--- config.mk ---
export PLATFORM = sky130hd
export DESIGN_NAME = cpu_sequencer
export DESIGN_NICKNAME = d
export VERILOG_FILES = /design/src/rtl/cpu_sequencer.sv
export SDC_FILE = /design/constraint.sdc
export NUM_CORES = 1
export LEC_CHECK = 0
export CAP_MARGIN = 20
export CORE_MARGIN = 2
export CORE_UTILIZATION = 41
export DETAILED_ROUTE_END_ITERATION = 10
export HOLD_SLACK_MARGIN = 0.12
export PLACE_DENSITY = 0.85
export SLEW_MARGIN = 20
export SYNTH_ARGS = -nofsm -noshare
export SYNTH_HDL_FRONTEND = slang
export SYNTH_SLANG_ARGS = --single-unit
--- constraint.sdc ---
create_clock -name clk -period 2.1 [get_ports clk]
set_input_delay 0.315 -clock clk [delete_from_list [all_inputs] [get_ports clk]]
set_output_delay 0.315 -clock clk [all_outputs]
set_load 0.1 [all_outputs]
--- src/rtl/cpu_sequencer.sv ---
// Multi-cycle FETCH/DECODE/EXEC/WB sequencer owning the PC and instruction register.
// Optional performance counters are enabled with `define SEQ_PERF_CNT_EN.
module cpu_sequencer #(
    parameter logic [31:0] RESET_PC    = 32'h8000_0000,
    parameter int          INST_TYPE_W = 3
) (
    input  logic                   clk,
    input  logic                   rst_n,
    input  logic                   run,
    output logic                   imem_req,
    output logic [31:0]            imem_addr,
    input  logic                   imem_ready,
    input  logic [31:0]            imem_rdata,
    output logic [31:0]            inst,
    input  logic [INST_TYPE_W-1:0] dec_type,
    input  logic                   dec_ebreak,
    output logic [31:0]            pc,
    output logic                   rf_we,
    output logic                   busy,
    output logic                   halt,
    output logic                   trap,
`ifdef SEQ_PERF_CNT_EN
    output logic [63:0]            cycle_cnt,
    output logic [63:0]            instret_cnt,
`endif
    output logic [2:0]             dbg_state
);

    // A trapping halt is its own state so that trap is decoded from the state register.
    typedef enum logic [2:0] {
        S_IDLE   = 3'd0,
        S_FETCH  = 3'd1,
        S_DECODE = 3'd2,
        S_EXEC   = 3'd3,
        S_WB     = 3'd4,
        S_HALT   = 3'd5,
        S_TRAP   = 3'd6
    } state_t;

    localparam logic [31:0] NOP = 32'h0000_0013;

    state_t state;
    state_t state_next;

    // Fetch handshake: imem_req is held with imem_addr stable until imem_ready;
    // the transfer (and capture of imem_rdata) happens on the edge where both are high.
    always_ff @(posedge clk) begin
        if (!rst_n) begin
            state <= S_IDLE;
            pc    <= RESET_PC;
            inst  <= NOP;
        end else begin
            state <= state_next;
            if (state == S_FETCH && imem_ready) begin
                inst <= imem_rdata;
            end
            if (state == S_WB) begin
                pc <= pc + 32'd4;
            end
        end
    end

    always_comb begin
        state_next = state;
        case (state)
            S_IDLE:   if (run) state_next = S_FETCH;
            S_FETCH:  if (imem_ready) state_next = S_DECODE;
            S_DECODE: begin
                if (dec_ebreak) begin
                    state_next = S_HALT;
                end else if (dec_type == '0) begin
                    state_next = S_TRAP;
                end else begin
                    state_next = S_EXEC;
                end
            end
            S_EXEC:   state_next = S_WB;
            S_WB:     state_next = S_FETCH;
            S_HALT:   state_next = S_HALT;
            S_TRAP:   state_next = S_TRAP;
            default:  state_next = S_IDLE;
        endcase
    end

    always_comb begin
        imem_req = 1'b0;
        rf_we    = 1'b0;
        busy     = 1'b0;
        halt     = 1'b0;
        trap     = 1'b0;
        case (state)
            S_FETCH:  begin imem_req = 1'b1; busy = 1'b1; end
            S_DECODE: busy = 1'b1;
            S_EXEC:   busy = 1'b1;
            S_WB:     begin rf_we = 1'b1; busy = 1'b1; end
            S_HALT:   halt = 1'b1;
            S_TRAP:   begin halt = 1'b1; trap = 1'b1; end
            default:  ;
        endcase
    end

    assign imem_addr = pc;
    assign dbg_state = state;

`ifdef SEQ_PERF_CNT_EN
    // Both counters freeze naturally in HALT because busy and rf_we are low there.
    always_ff @(posedge clk) begin
        if (!rst_n) begin
            cycle_cnt   <= 64'd0;
            instret_cnt <= 64'd0;
        end else begin
            if (busy) cycle_cnt <= cycle_cnt + 64'd1;
            if (rf_we) instret_cnt <= instret_cnt + 64'd1;
        end
    end
`endif

endmodule

==> results of run 1 <==
cells in the final DEF (no fill, tap or decap), types with 2 or more instances in the layout:
master and n:
or3_1 8, inv_1 4, buf_12 6, nor4_2 2, o31ai_1 7, mux2i_1 3
xnor2_1 4, and3_1 7, o21ai_0 8, buf_4 98, conb_1 4, nand4_1 7
nand2b_1 3, xor2_1 7, nor2_1 12, nand3_1 11, and4_1 5, nand3_4 2
dfxtp_1 39, o31a_1 3, and2_1 5, nand2_2 3, nor4_1 5, clkdlybuf4s50_1 39
o21a_1 3, or4_1 6, a21oi_1 45, clkbuf_8 11, dfxtp_2 24, nand2_1 74
dfxtp_4 2
state kept, by name, indices dropped and copies added (netlist names):
name / count
inst: 32
dbg_state: 3
imem_addr: 30
area by class of cell:
cell class | count | area (um^2)
multi-input combinational | 247 | 1440
clock buffer | 12 | 155
fill | 620 | 2890
tap | 99 | 124
clock inverter | 4 | 50.0
inverter | 5 | 18.8
timing repair buffer | 143 | 1250
sequential | 65 | 1340
stage by stage:
stage / util (%) / cell area (um^2) / setup WS (ps)
2_1_floorplan: - / 3200 / -215
3_3_place_gp: 57.4 / 4160 / 410
3_5_place_dp: 57.4 / 4160 / 319
4_1_cts: 60.2 / 4370 / 238
5_1_grt: 60.2 / 4370 / 136
6_report: 60.2 / 4370 / 255
per-layer routing:
| metal | vias to the layer above | global-route usage, % | part of all wire [%] |
|---|---|---|---|
| met4 | 0 | 6.54 | 1.0 |
| li1 | 1442 | - | - |
| met1 | 1333 | 24.0 | 44 |
| met5 | - | 0 | 0 |
| met3 | 6 | 3.92 | 5.8 |
| met2 | 96 | 30.2 | 49 |
power groups by stage:
| stage | clock network (mW) | logic (mW) | registers (mW) |
|---|---|---|---|
| after floorplan | 0 | 0.213 | 1.56 |
| after global placement | 0 | 0.612 | 1.32 |
| after detailed placement | 0 | 0.616 | 1.32 |
| after CTS | 1.11 | 0.617 | 1.30 |
| after global routing | 1.17 | 0.639 | 1.30 |
| final | 1.09 | 0.612 | 1.30 |
path summary, 6_finish.rpt:
path              endpoint  cells past startpoint
max          imem_addr[22]                      5
min                inst[2]                      2
max reg2reg  imem_addr[22]                      5
min reg2reg        inst[2]                      2
kinds of logic (layout without fill, tap and decap cells):
kind of cell | count (synthesis) | in the layout
xor gates and xnor gates | 12 | 12
muxes | 3 | 3
and+or+nand+nor | 159 | 159
other | 1 | 4
DFF | 65 | 65
adders and majority gates | 1 | 1
buffers and inverters | 60 | 164
AOI/OAI and AO/OA | 68 | 68
worst min-delay path: cells and delay by family (launching register included):
family,cells,cell delay (ps)
AOI/OAI and AO/OA,1,50
DFF,1,310
and+or+nand+nor,1,50
==> qor.yml, run 1 <==
yosys:
  yosysTopAreaCell: "dfxtp_1"
  synth_area_per_cell_um2: 8.34
  synth_fa_ha_area_share_pct: 0.407
  syn_inst: 369
  synth_ff_type: "dfxtp_1"
  synth_commonest_cells: "77 x nand2_1, 65 x dfxtp_1, 45 x a21oi_1"
  synth_seq_area_share_pct: 42.3
  synth_edf_count: 0
  yosys_warnings: 0
  ys_types: 40
  yosys.area_share.simple_pct: 27.9
  synth_top_area_share_pct: 42.3
  synth-async-reset-ratio_pct: 0
  synth-xor-area-share_pct: 3.42
  synthTopCellsByArea: "dfxtp_1 42%, nand2_1 9.4%, buf_4 8.3%, a21oi_1 7.3%, xor2_1 2.0%"
  synth_top_family_by_area: "simple AND/OR/NAND/NOR gates"
  synth-compound-area-share_pct: 12.4
  post-synth-top-count-cell: "nand2_1"
  ys_ff_latch: 65
  netlist_area_um2: 3080
  muxShareOfSynthArea_pct: 0.976
worst_setup_path:
  crit_type: "register to register"
  worstPathArrival_ps: 2080
  end_kind: "register"
  worstPathMaxFanout: 14
  critPathSlowestCell: "or4_1"
  cp.required_ps: 2340
  r2r_slack_ps: 260
  cp_top_family: "simple AND/OR/NAND/NOR gates"
  slowest_delay_ps: 540
  critPathLaunch: "imem_addr[2]"
  cp-start-kind: "register"
  r2r-start: "imem_addr[2]"
  crit_chain: "ha_1 -> and3_1 -> nand3_4 -> or4_1 -> a21oi_1"
  cp_num_buf_inv: 0
power:
  vdd_drop_max_uv: 377
  power.leakage_nw: 1.79
  switchingPower_mw: 0.939
  combPwrFrac_pct: 20.4
  p_int_mw: 2.06
  power.density_nw_per_um2: 686
  clkPwrFrac_pct: 36.3
  switching_share_pct: 31.3
  p_seq_share_pct: 43.3
  total_power_mw: 3.00
route:
  routedWlPerCell_um: 13.4
  route.vias.total: 2877
  first_iter_violations: 132
  drt-total-wl_um: 7710
  firstDrtPassIters: 4
  postRouteAntennaNets: 0
  vias_per_cell: 5.00
  drc: 0
grt:
  grt_max_degree: 34
  grt_pass1_wl_um: 12500
  grt_overflow: 0
  antenna_found_initial: 0
  grt_pass1_vias: 2558
  track_usage_pct: 18.4
worst_hold_path:
  worstHoldStart: "inst[2]"
  hold_class: "register to register"
final_layout:
  antenna_cells: 0
  drive_above_1_share_pct: 33.2
  areaGrowthSynthToFinish_pct: 42.0
  nets: 512
  fin_cells: 575
cts:
  cts_tree: "done"
  clock_latency_ps: 330
  numCtsBuffers: 9
  ctsHoldBuffers: 0
  postCtsSetupBuffers: 0
  post_cts_resized: 0
  htree_levels: 3
  cts_root_buffer: "clkbuf_8"
  cts_num_sinks: 65
  cts.path.max_buffers: 2
  cts.clk_slew.worst_paths_ps: 80
floorplanning:
  row_count: 31
  die_w_um: 90.6
  core_area_um2: 7250
  dieArea_um2: 8210
  ioPinCount: 144
  start_util_pct: 42.4
  die_y_um: 90.6
timing:
  slew_viol_final: 0
  post-route-period-util_pct: 87.8
  finalSetupViolCount: 0
  fin_hold_ws_ps: 451
  setup_tns_ps: 0
  tightest_slew_ps: 613
  rsz0062_at_grt: "no"
  finalClockSkew_ps: 9.93
  fmax_mhz: 542
  max-slew-margin-rel_pct: 59.0
  fin_crit_ps: 1840
  hold_violations: 0
placement:
  dp.cells: 559
  hpwl_um: 5690
  portBuffers: 139
  place.gp.congestion: 0.812
run:
  max_cap_viol_count: 0
status:
  status: "complete, no violations"
Note: power is estimated with default switching activity, not from simulation.
==> inputs of run 2 (changes only) <==
CORE_UTILIZATION = 30   (was 41)
PLACE_DENSITY = 0.67   (was 0.85)
clock period = 1.7 ns   (was 2.1 ns; I/O delays follow)
==> run 2 against run 1 <==
Maximum frequency increased by 13%. Register-to-register slack worse by 190 ps. Routed wire length increased by 16%. Combinational power up 49%. Total power increased by 30%. Clock-buffer cell count rose by 2. Critical path depth down 1. Clock power up 28%. Largest power group unchanged. Via count is 4.3% higher. Clock skew about the same.
==> qor.yml, run 2 (same netlist as run 1, synthesis figures left out) <==
placement:
  portBuffers: 139  # unchanged
  hpwl_um: 6770  # +19%
  place.gp.congestion: 0.758  # -6.6%
grt:
  track_usage_pct: 16.2  # -2.2 points
  grt_overflow: 0  # unchanged
  antenna_found_initial: 0  # unchanged
  grt_pass1_vias: 2941  # +15%
  grt_pass1_wl_um: 14600  # +17%
  grt_max_degree: 34  # unchanged
power:
  switchingPower_mw: 1.21  # +29%
  p_int_mw: 2.67  # +30%
  switching_share_pct: 31.2  # -0.10 points
  power.leakage_nw: 2.28  # +28%
  clkPwrFrac_pct: 36.0  # -0.3 points
  total_power_mw: 3.88  # +30%
  vdd_drop_max_uv: 548  # +45%
  combPwrFrac_pct: 23.5  # +3.1 points
  power.density_nw_per_um2: 648  # -5.5%
  p_seq_share_pct: 40.5  # -2.8 points
timing:
  hold_violations: 0  # unchanged
  fin_crit_ps: 1640  # -207 ps
  fmax_mhz: 611  # +13%
  slew_viol_final: 0  # unchanged
  post-route-period-util_pct: 96.3  # +8.5 points
  finalClockSkew_ps: 9.89  # -0.0474 ps
  finalSetupViolCount: 0  # unchanged
  rsz0062_at_grt: "yes"
worst_setup_path:
  cp.required_ps: 1960  # -380 ps
  cp-start-kind: "register"
  critPathSlowestCell: "or4_4"
  worstPathMaxFanout: 16  # +2
  crit_type: "register to register"
  end_kind: "register"
  worstPathArrival_ps: 1900  # -180 ps
  crit_chain: "and4bb_4 -> nand4_4 -> or4_4 -> a21oi_1"
  slowest_delay_ps: 460  # -80 ps
  r2r_slack_ps: 60  # -190 ps
cts:
  ctsHoldBuffers: 0  # unchanged
  cts.clk_slew.worst_paths_ps: 70  # about the same
  htree_levels: 3  # unchanged
  clock_latency_ps: 330  # about the same
  cts.path.max_buffers: 2  # unchanged
  cts_root_buffer: "clkbuf_8"
  numCtsBuffers: 9  # unchanged
  cts_num_sinks: 65  # unchanged
  cts_tree: "done"
final_layout:
  nets: 544  # +6.3%
  largest_reg_flops: 32  # unchanged
  areaGrowthSynthToFinish_pct: 94.7
  drive_above_1_share_pct: 39.4  # +6.2 points
  finish.utilization_pct: 60.7  # +0.51 points
  final_cell_mix: "102 x buf_12, 73 x nand2_1, 45 x a21oi_1, 39 x clkdlybuf4s50_1, 35 x dfxtp_1"
  final_common_cell: "buf_12"
  nFillCells: 763  # +23%
  regMostFlops: "inst"
  antenna_cells: 0  # unchanged
route:
  drc: 0  # unchanged
  routedWlPerCell_um: 13.9  # +3.9%
  route.vias.total: 3002  # +4.3%
  vias_per_cell: 4.68  # -6.4%
  postRouteAntennaNets: 0  # unchanged
  drt-total-wl_um: 8930  # +16%
  first_iter_violations: 83  # -37%
  firstDrtPassIters: 4  # unchanged
floorplanning:
  row_count: 36  # +16%
  start_util_pct: 31.2  # -11 points
  ioPinCount: 144  # unchanged
  die_y_um: 105  # +16%
  die_w_um: 105  # +16%
  core_area_um2: 9860  # +36%
  dieArea_um2: 11100  # +35%
run:
  max_cap_viol_count: 0  # unchanged
worst_hold_path:
  hold_class: "input port to register"
status:
  status: "complete, no violations"
## run 2: final cells by class
cell class / instances / area [um^2] / area share (%)
timing repair buffer: 175 / 2700 / 45.1
tap: 133 / 166 / 2.78
clock buffer: 14 / 206 / 3.45
clock inverter: 2 / 13.8 / 0.230
inverter: 5 / 18.8 / 0.313
multi-input combinational: 247 / 1480 / 24.7
sequential: 65 / 1410 / 23.5
## run 2: power by group through the flow
stage,registers [mW],clock network (mW),logic (mW)
after floorplan,1.89,0,0.265
after global placement,1.60,0,0.897
after detailed placement,1.60,0,0.904
after CTS,1.57,1.44,0.911
after global routing,1.58,1.53,0.949
final,1.57,1.40,0.911
## run 2: through the flow
step	TNS, ps	cell area (um^2)	std cells	hold slack [ps]	setup WS, ps
2_1_floorplan	-20860	3310	372	379	-615
3_3_place_gp	0	5680	617	477	141
3_5_place_dp	0	5680	617	485	84.1
4_1_cts	0	5910	633	443	4.68
5_1_grt	-11.6	5990	641	443	-11.6
6_report	0	5990	641	460	62.3
## run 2: final timing paths
path	from	end	cells past startpoint
worst max-delay path	dbg_state[1]	imem_addr[27]	4
worst min-delay path	imem_rdata[13]	inst[13]	3
worst max register to register	dbg_state[1]	imem_addr[27]	4
worst min register to register	inst[27]	inst[27]	2
## run 2: critical path, delay by kind of cell (launching register included)
family,cells,cell delay [ps]
AOI/OAI and AO/OA,1,170
DFF,1,360
and+or+nand+nor,3,1040
## run 2: layer usage
layer / vias to the layer above / global-route usage [%] / share of wire (%)
met2: 113 / 26.3 / 48
met5: - / 0 / 0
met1: 1369 / 19.0 / 42
li1: 1507 / - / -
met3: 13 / 6.62 / 9.1
met4: 0 / 6.48 / 1.8
## run 2: what timing repair did
item,in CTS,in global routing
resized for setup,3,7
setup buffers,0,8
endpoints found under the setup margin,2,12
pin swaps,0,2
